### src/rtl/cordic_vector.sv
// rtl/cordic_vector.sv - iterative vectoring-mode CORDIC returning magnitude and atan2(y, x)
// Optional gain-compensation stage (COMP state) is built when CORDIC_GAIN_COMP_EN is defined.
module cordic_vector #(
    parameter int ITER = 16
) (
    input  logic        clk,
    input  logic        rst_n,
    input  logic        in_valid,
    output logic        in_ready,
    input  logic [31:0] x_in,
    input  logic [31:0] y_in,
    output logic        out_valid,
    input  logic        out_ready,
    output logic [31:0] mag_out,
    output logic [31:0] ang_out
);

    localparam logic [31:0] POS_PI = 32'h6487ED51;
    localparam logic [31:0] NEG_PI = 32'h9B7812AF;
    localparam logic [4:0]  LAST_I = 5'(ITER - 1);

`ifdef CORDIC_GAIN_COMP_EN
    localparam logic signed [32:0] GAIN_K = 33'sh4DBA76D4;
    localparam logic signed [65:0] ROUND_HALF = 66'sh40000000;

    typedef enum logic [2:0] {
        S_IDLE = 3'd0,
        S_PRE  = 3'd1,
        S_ITER = 3'd2,
        S_COMP = 3'd3,
        S_DONE = 3'd4
    } state_t;
`else
    typedef enum logic [2:0] {
        S_IDLE = 3'd0,
        S_PRE  = 3'd1,
        S_ITER = 3'd2,
        S_DONE = 3'd4
    } state_t;
`endif

    state_t state_q, state_d;

    logic signed [33:0] x_q, x_d;
    logic signed [33:0] y_q, y_d;
    logic signed [31:0] z_q, z_d;
    logic [4:0]         i_q, i_d;
    logic               zero_q, zero_d;

    logic signed [33:0] x_shift;
    logic signed [33:0] y_shift;

`ifdef CORDIC_GAIN_COMP_EN
    logic signed [65:0] prod_full;
    logic signed [65:0] prod_rnd;
    logic               unused_prod;
`endif

    // Q3.29 atan(2^-i); beyond i=9 the value rounds to exactly 2^(29-i)
    function automatic logic signed [31:0] atan_rom(input logic [4:0] idx);
        case (idx)
            5'd0:    atan_rom = 32'sh1921FB54;
            5'd1:    atan_rom = 32'sh0ED63383;
            5'd2:    atan_rom = 32'sh07D6DD7E;
            5'd3:    atan_rom = 32'sh03FAB753;
            5'd4:    atan_rom = 32'sh01FF55BB;
            5'd5:    atan_rom = 32'sh00FFEAAE;
            5'd6:    atan_rom = 32'sh007FFD55;
            5'd7:    atan_rom = 32'sh003FFFAB;
            5'd8:    atan_rom = 32'sh001FFFF5;
            5'd9:    atan_rom = 32'sh000FFFFF;
            default: atan_rom = 32'sh20000000 >>> idx;
        endcase
    endfunction

    always_ff @(posedge clk or negedge rst_n) begin
        if (!rst_n) begin
            state_q <= S_IDLE;
        end else begin
            state_q <= state_d;
        end
    end

    always_comb begin
        state_d = state_q;
        case (state_q)
            S_IDLE: if (in_valid) state_d = S_PRE;
            S_PRE:  state_d = S_ITER;
            S_ITER: begin
                if (i_q == LAST_I) begin
`ifdef CORDIC_GAIN_COMP_EN
                    state_d = S_COMP;
`else
                    state_d = S_DONE;
`endif
                end
            end
`ifdef CORDIC_GAIN_COMP_EN
            S_COMP: state_d = S_DONE;
`endif
            S_DONE: if (out_ready) state_d = S_IDLE;
            default: state_d = S_IDLE;
        endcase
    end

    always_comb begin
        in_ready  = (state_q == S_IDLE);
        out_valid = (state_q == S_DONE);
    end

    always_ff @(posedge clk or negedge rst_n) begin
        if (!rst_n) begin
            x_q    <= '0;
            y_q    <= '0;
            z_q    <= '0;
            i_q    <= '0;
            zero_q <= 1'b0;
        end else begin
            x_q    <= x_d;
            y_q    <= y_d;
            z_q    <= z_d;
            i_q    <= i_d;
            zero_q <= zero_d;
        end
    end

`ifdef CORDIC_GAIN_COMP_EN
    always_comb begin
        prod_full   = x_q * GAIN_K;
        prod_rnd    = prod_full + ROUND_HALF;
        unused_prod = ^{prod_rnd[65], prod_rnd[30:0]};
    end
`endif

    always_comb begin
        x_d     = x_q;
        y_d     = y_q;
        z_d     = z_q;
        i_d     = i_q;
        zero_d  = zero_q;
        x_shift = x_q >>> i_q;
        y_shift = y_q >>> i_q;
        case (state_q)
            S_IDLE: begin
                if (in_valid) begin
                    x_d    = {{2{x_in[31]}}, x_in};
                    y_d    = {{2{y_in[31]}}, y_in};
                    z_d    = '0;
                    zero_d = (x_in == 32'd0) && (y_in == 32'd0);
                end
            end
            S_PRE: begin
                i_d = '0;
                // Fold the left half-plane onto the right; the sign of the original y picks +pi or -pi
                if (x_q[33]) begin
                    x_d = -x_q;
                    y_d = -y_q;
                    z_d = y_q[33] ? NEG_PI : POS_PI;
                end else begin
                    z_d = '0;
                end
            end
            S_ITER: begin
                i_d = i_q + 5'd1;
                if (!y_q[33]) begin
                    x_d = x_q + y_shift;
                    y_d = y_q - x_shift;
                    if (!zero_q) z_d = z_q + atan_rom(i_q);
                end else begin
                    x_d = x_q - y_shift;
                    y_d = y_q + x_shift;
                    if (!zero_q) z_d = z_q - atan_rom(i_q);
                end
            end
`ifdef CORDIC_GAIN_COMP_EN
            S_COMP: x_d = prod_rnd[64:31];
`endif
            default: ;
        endcase
    end

    always_comb begin
        if (x_q[33]) begin
            mag_out = '0;
        end else if (|x_q[32:31]) begin
            mag_out = 32'h7FFFFFFF;
        end else begin
            mag_out = {1'b0, x_q[30:0]};
        end
        ang_out = z_q;
    end

endmodule
### config.mk
export PLATFORM = sky130hd
export DESIGN_NAME = cordic_vector
export DESIGN_NICKNAME = d
export VERILOG_FILES = /design/src/rtl/cordic_vector.sv
export SDC_FILE = /design/constraint.sdc
export NUM_CORES = 1
export LEC_CHECK = 0
export BUFFER_PORTS_ARGS = -buffer_cell sky130_fd_sc_hd__buf_2
export CAP_MARGIN = 10
export CORE_MARGIN = 5
export CORE_UTILIZATION = 35
export CTS_CLUSTER_DIAMETER = 40
export DETAILED_ROUTE_END_ITERATION = 6
export PLACE_DENSITY = 0.61
export SETUP_SLACK_MARGIN = 0.1
export SYNTH_ARGS = -nofsm -noshare
export SYNTH_HDL_FRONTEND = slang
export SYNTH_SLANG_ARGS = --single-unit
export TNS_END_PERCENT = 50
### constraint.sdc
create_clock -name clk -period 7.12 [get_ports clk]
set_input_delay 0.712 -clock clk [delete_from_list [all_inputs] [get_ports clk]]
set_output_delay 0.712 -clock clk [all_outputs]
set_load 0.01 [all_outputs]
==> metrics.md, run 1 <==
| Metric | Value |
|---|---|
| Die Span Y | `247 um` |
| Longest Clk Path Bufs | `2` |
| FF-to-FF setup slack | `0.57 ns` |
| Vias in the first global route | `20200` |
| CP Depth | `23` |
| Max Clock Skew | `0.0162 ns` |
| Multi-input gate area | `15700 um^2` |
| Register area share after synthesis | `13.9%` |
| CP arrival | `6.83 ns` |
| Initial core utilization | `35.4%` |
| Total gr overflow | `0` |
| Period utilization | `92.0%` |
| Routed vias | `21600` |
| Initial antenna violation count | `3` |
| Biggest area consumer among synthesized cells | `dfrtp_1` |
| Crit path time final | `6.55 ns` |
| Fin Setup TNS | `0 ns` |
| Startpoint types | `register` |
| DR vias/cell | `6.46` |
| Port bufs | `132` |
| Pre-CTS setup slack | `0.458 ns` |
| Register Area | `2750 um^2` |
| Die width | `247 um` |
| RSZ-0062 raised after global routing | `false` |
| Core region area | `55300 um^2` |
| Max cap viols | `0` |
| Die Area | `60800 um^2` |
| Num rows | `86` |
| Number of fill cells | `5805` |
| WL final | `87300 um` |
| Crit path cell chain | `buf_12 > nor3b_1 > a22o_1 > a2111oi_0 > a221o_1 > ha_1 > nand2_1 > inv_1 > a41oi_1 > xor2_1 > buf_4 > ha_1 > a21o_1 > a211o_1 > o31a_1 > a2111oi_0 > buf_4 > o21ai_0 > a21o_1 > a21oi_1 > nand3b_1 > mux2i_1 > a21oi_1` |
| Post-Syn Nets | `2735` |
| First-pass GRT wire length | `129000 um` |
| Drt pass-1 iters | `7` |
| Commonest non-fill, non-tap cell in the layout | `nor2_1` |
| Worst Hold Class | `in2async` |
| # diodes | `0` |
| Largest net degree at the start of global routing | `86` |
| Number of enable flip-flop cells after synthesis | `0` |
| Cells after Synth | `2555` |
| GRT Total Usage | `27.5%` |
| Yosys cell types | `97` |
| Clk sinks | `109` |
| Post-synth top flop | `dfrtp_1` |
| FF-to-FF path depth | `23` |
| Antenna-violating nets left | `0` |
| #FFs+latches synth | `109` |
| Worst-path fanout max | `56` |
| DR iter-0 viols | `2797` |
| Syn_area_per_cell | `7.67 um^2` |
| Violated checks | `DRC` |
| Synth area leaders | `dfrtp_1, mux4_2, ha_1` |
| Most frequent cells in the layout | `nor2_1, nand2_1, o21ai_0` |
| Synthesized area | `19600 um^2` |
| Synthesis Warnings | `0` |
| Relative slew margins | `24.9%` |
| CP peak stage delay | `0.73 ns` |
| Critical path class | `reg2reg` |
| # IOs | `134` |
| Max Slew Vio Count | `0` |
| CP Capture Type | `register` |
| Final Hold Viols | `0` |
| DRC | `4` |
| Setup Viol. Count Final | `0` |
| WP buf/inv | `4` |
| Slowest stage cell, crit path | `nor3b_1` |
| Layout cells sized above 1 | `17.5%` |
| Skew-Pair Late Insertion Delay | `0.41 ns` |
| Final worst slack | `0.571 ns` |
| RePlAce Congestion | `0.962` |
| Yosys top cell area share | `13.9%` |
| Routed WL per cell | `26.1 um` |
| Critical path's top delay family | `compound AO/OA/AOI/OAI gates` |
| Worst-margin pin slew | `1.12 ns` |
| CTS tree | `done` |
| Final HPWL DP | `66600 um` |
| Async SR Flop Fraction | `100%` |
| Outcome | `finished, violations left` |
| Nets | `2769` |
| Total CTS buffers | `9` |
| Clk slew on worst S/H paths | `0.09 ns` |
| Worst Path Required | `7.40 ns` |
| # H-tree levels | `3` |
| Syn-to-layout area delta | `9.70%` |
| FMAX | `0.153 GHz` |
| Clock tree root driver cell | `clkbuf_16` |
[cell type report]
cell class	count	share of cell area (%)
well taps	748	4.35
repair buffers	249	7.54
clock buffers	11	1.13
inverters	56	0.978
multi-input cells	2164	72.9
flip-flops and latches	109	12.8
clock inverters	5	0.309
[metal layers]
layer	routed length (um)	vias up	global-route usage, %	share of wire, %
li1	-	9697	-	-
met3	7520	260	4.61	8.6
met2	38200	1222	42.3	44
met5	27	-	0	0.031
met4	5250	4	14.0	6.0
met1	36300	10400	37.1	42
[repair_timing]
item	in CTS	in global routing
hold buffers	0	0
gates resized for setup	0	6
endpoints found under the setup margin	0	10
setup buffers	0	8
[cells in the mapped netlist, types with 16 or more instances]
library cell / number
a22oi_1: 25
a21o_1: 43
o22ai_1: 30
nor2_1: 299
o21a_1: 19
clkbuf_1: 148
buf_1: 21
mux2_2: 54
o211ai_1: 17
xor2_1: 68
mux4_2: 73
nor4_1: 36
mux2i_1: 78
nor2b_1: 29
inv_1: 53
nor3_1: 51
or3_1: 25
xnor2_1: 107
ha_1: 109
a211oi_1: 26
a31oi_1: 42
nand3_1: 41
buf_4: 16
o21ai_0: 198
and3_1: 18
buf_2: 26
a222oi_1: 18
nand2b_1: 24
o31ai_1: 27
nand2_1: 205
dfrtp_1: 109
a21oi_1: 186
a221oi_1: 32
[registers in the layout (all words and copies together) (netlist names)]
| signal | count |
|---|---|
| x_q | 34 |
| ang_out | 32 |
| y_q | 34 |
| state_q | 3 |
| zero_q | 1 |
| i_q | 5 |
[path summary, 6_finish.rpt]
kind	endpoint	start
setup / recovery	x_q[27]	i_q[0]
hold / removal	ang_out[2]	rst_n
setup reg to reg	x_q[27]	i_q[0]
hold reg to reg	zero_q	zero_q
max in group asynchronous	x_q[3]	rst_n
min in group clk	zero_q	zero_q
[worst register-to-register path, delay by kind of cell, from the launching register on]
kind / cells / cell delay (ns)
flops: 1 / 0.62
compound gates: 12 / 2.93
xor+xnor: 1 / 0.43
simple gates: 3 / 1.07
buf+inv: 4 / 0.75
mux: 1 / 0.20
fa+ha+maj: 2 / 0.45
[logic make-up (layout without fill, tap and decap cells)]
group	Yosys count	after routing	share of synthesized area (%)
xor+xnor	176	176	7.94
flops	109	109	13.9
simple gates	833	833	20.4
buf+inv	282	321	6.46
other cells	1	1	0.0191
mux	205	205	15.5
compound gates	837	837	28.5
fa+ha+maj	112	112	7.27
[stage by stage]
stage	area (um^2)	std cells	hold slack (ns)	util, %
5_1_grt	21500	3342	0.270	38.9
3_3_place_gp	21100	3318	0.493	38.1
4_1_cts	21400	3334	0.234	38.7
6_report	21500	3342	0.239	38.9
2_1_floorplan	19600	2555	0.416	-
3_5_place_dp	21100	3318	0.500	38.1
Power of run 1 is not shown: default switching activity piles up to over one toggle a cycle in this logic, so the estimate is an artifact.
==> inputs of run 2 (changes only) <==
- CORE_UTILIZATION: 35 -> 60
- PLACE_DENSITY: 0.61 -> 0.89
==> metrics.md, run 2 (same netlist as run 1, synthesis figures left out) <==
| Metric | Value |
|---|---|
| Outcome | `finished, violations left (unchanged)` |
| Violated checks | `DRC (unchanged)` |
| Nets | `2738 (was 2769)` |
| Initial core utilization | `60.5% (was 35.4%)` |
| Final worst slack | `0.504 ns (was 0.571 ns)` |
| Initial antenna violation count | `2 (was 3)` |
| Number of fill cells | `2826 (was 5805)` |
| Largest net degree at the start of global routing | `92 (was 86)` |
| Worst-path fanout max | `33 (was 56)` |
| Drt pass-1 iters | `7 (unchanged)` |
| Worst Path Required | `7.40 ns (about the same)` |
| Layout cells sized above 1 | `16.3% (was 17.5%)` |
| FMAX | `0.151 GHz (was 0.153 GHz)` |
| Hold-fix buffers, CTS | `0 (unchanged)` |
| CTS tree | `done (unchanged)` |
| Num rows | `66 (was 86)` |
| # IOs | `134 (unchanged)` |
| Die Area | `36400 um^2 (was 60800 um^2)` |
| # H-tree levels | `3 (unchanged)` |
| First-pass GRT wire length | `122000 um (was 129000 um)` |
| Most frequent cells in the layout | `nor2_1, nand2_1, o21ai_0 (unchanged)` |
| DR iter-0 viols | `2923 (was 2797)` |
| Port bufs | `132 (unchanged)` |
| Antenna-violating nets left | `0 (unchanged)` |
| Clk sinks | `109 (unchanged)` |
| Startpoint types | `register (unchanged)` |
| DRC | `17 (was 4)` |
| RSZ-0062 raised after global routing | `false (unchanged)` |
| Longest Clk Path Bufs | `2 (unchanged)` |
| Final Hold Viols | `0 (unchanged)` |
| Fin Setup TNS | `0 ns (unchanged)` |
| Vias in the first global route | `20800 (was 20200)` |
| Die Span Y | `191 um (was 247 um)` |
| Period utilization | `92.9% (was 92.0%)` |
| Final HPWL DP | `60500 um (was 66600 um)` |
| CP Capture Type | `register (unchanged)` |
| Syn-to-layout area delta | `6.40% (was 9.70%)` |
| Die width | `191 um (was 247 um)` |
| Pre-CTS setup slack | `0.475 ns (was 0.458 ns)` |
| Routed vias | `22400 (was 21600)` |
| RePlAce Congestion | `1.07 (was 0.962)` |
| Core region area | `32400 um^2 (was 55300 um^2)` |
| GRT Total Usage | `43.2% (was 27.5%)` |
| Critical path class | `reg2reg (unchanged)` |
| Clock tree root driver cell | `clkbuf_16 (unchanged)` |
| Max cap viols | `0 (unchanged)` |
| Worst Hold Class | `in2async (unchanged)` |
| CP arrival | `6.90 ns (was 6.83 ns)` |
| Setup Viol. Count Final | `0 (unchanged)` |
| Worst-margin pin slew | `1.24 ns (was 1.12 ns)` |
| Max Slew Vio Count | `0 (unchanged)` |
| FF-to-FF setup slack | `0.50 ns (was 0.57 ns)` |
| DR vias/cell | `7.44 (was 6.46)` |
| Relative slew margins | `16.9% (was 24.9%)` |
| Max Clock Skew | `0.00766 ns (was 0.0162 ns)` |
| Finished Layout Cells | `3005 (was 3342)` |
| Total gr overflow | `0 (unchanged)` |
| WL final | `81200 um (was 87300 um)` |
| Skew-Pair Late Insertion Delay | `0.41 ns (about the same)` |
| Total CTS buffers | `9 (unchanged)` |
| Dpl cells | `2986 (was 3318)` |
| # diodes | `0 (unchanged)` |
| Commonest non-fill, non-tap cell in the layout | `nor2_1 (unchanged)` |
| Clk slew on worst S/H paths | `0.08 ns (was 0.09 ns)` |
| Routed WL per cell | `27.0 um (was 26.1 um)` |
| Crit path time final | `6.62 ns (was 6.55 ns)` |
[run 2: cell types whose count changed in the layout (fill, tap and decap cells not counted), moves of 2 or more]
cell / delta
buf_12: -2
buf_4: -30
buf_8: +2
mux2i_1: +2
mux2i_2: -2
[run 2: what timing repair did]
item	4_1_cts	5_1_grt
endpoints found under the setup margin	0	13
hold endpoints to repair	0	0
gates resized for setup	0	1
setup buffers	0	2
[run 2: layout make-up]
type,count,area [um^2],area share [%]
repair buffers,218,1370,6.59
multi-input cells,2164,15600,75.1
clock inverters,6,77.6,0.372
inverters,56,210,1.01
well taps,442,553,2.65
flip-flops and latches,109,2750,13.2
clock buffers,10,239,1.15
[run 2: critical path, cell delays in order (launching register included)]
cell and delay (ns):
dfrtp_4 0.73, buf_4 0.33, mux4_2 0.35, mux2i_1 0.38
o22ai_1 0.15, a211oi_1 0.50, nand4_1 0.32, nor3_2 0.29
buf_4 0.18, nand2_1 0.12, nor4b_1 0.42, or3_1 0.16
nand3_1 0.06, ha_1 0.35, and3_1 0.24, nand3_1 0.12
a21oi_1 0.06, a2111oi_0 0.35, a21boi_0 0.47, o211ai_1 0.18
a41oi_1 0.28, xnor2_1 0.17, a21oi_1 0.10, a2bb2oi_1 0.16
[run 2: final timing paths]
path | start | endpoint | depth (start not counted)
max | i_q[2] | x_q[33] | 23
min in group clk | ang_out[8] | ang_out[8] | 2
max reg2reg | i_q[2] | x_q[33] | 23
max in group asynchronous | rst_n | y_q[6] | 2
min | rst_n | zero_q | 1
min reg2reg | ang_out[8] | ang_out[8] | 2
[run 2: layer usage]
| metal | up-vias | track usage, % | share of wire (%) |
|---|---|---|---|
| li1 | 9655 | - | - |
| met1 | 10400 | 53.2 | 35 |
| met2 | 1818 | 66.6 | 43 |
| met3 | 446 | 12.3 | 13 |
| met4 | 4 | 26.9 | 7.9 |
| met5 | - | 0 | 0.028 |
[run 2: metrics by stage]
step	hold WS (ns)	utilization, %	cell area [um^2]
6_report	0.264	64.4	20800
3_3_place_gp	0.489	63.2	20500
2_1_floorplan	0.416	-	19600
3_5_place_dp	0.505	63.2	20500
4_1_cts	0.283	64.2	20800
5_1_grt	0.300	64.4	20800
Power of run 2 is left out for the same reason.
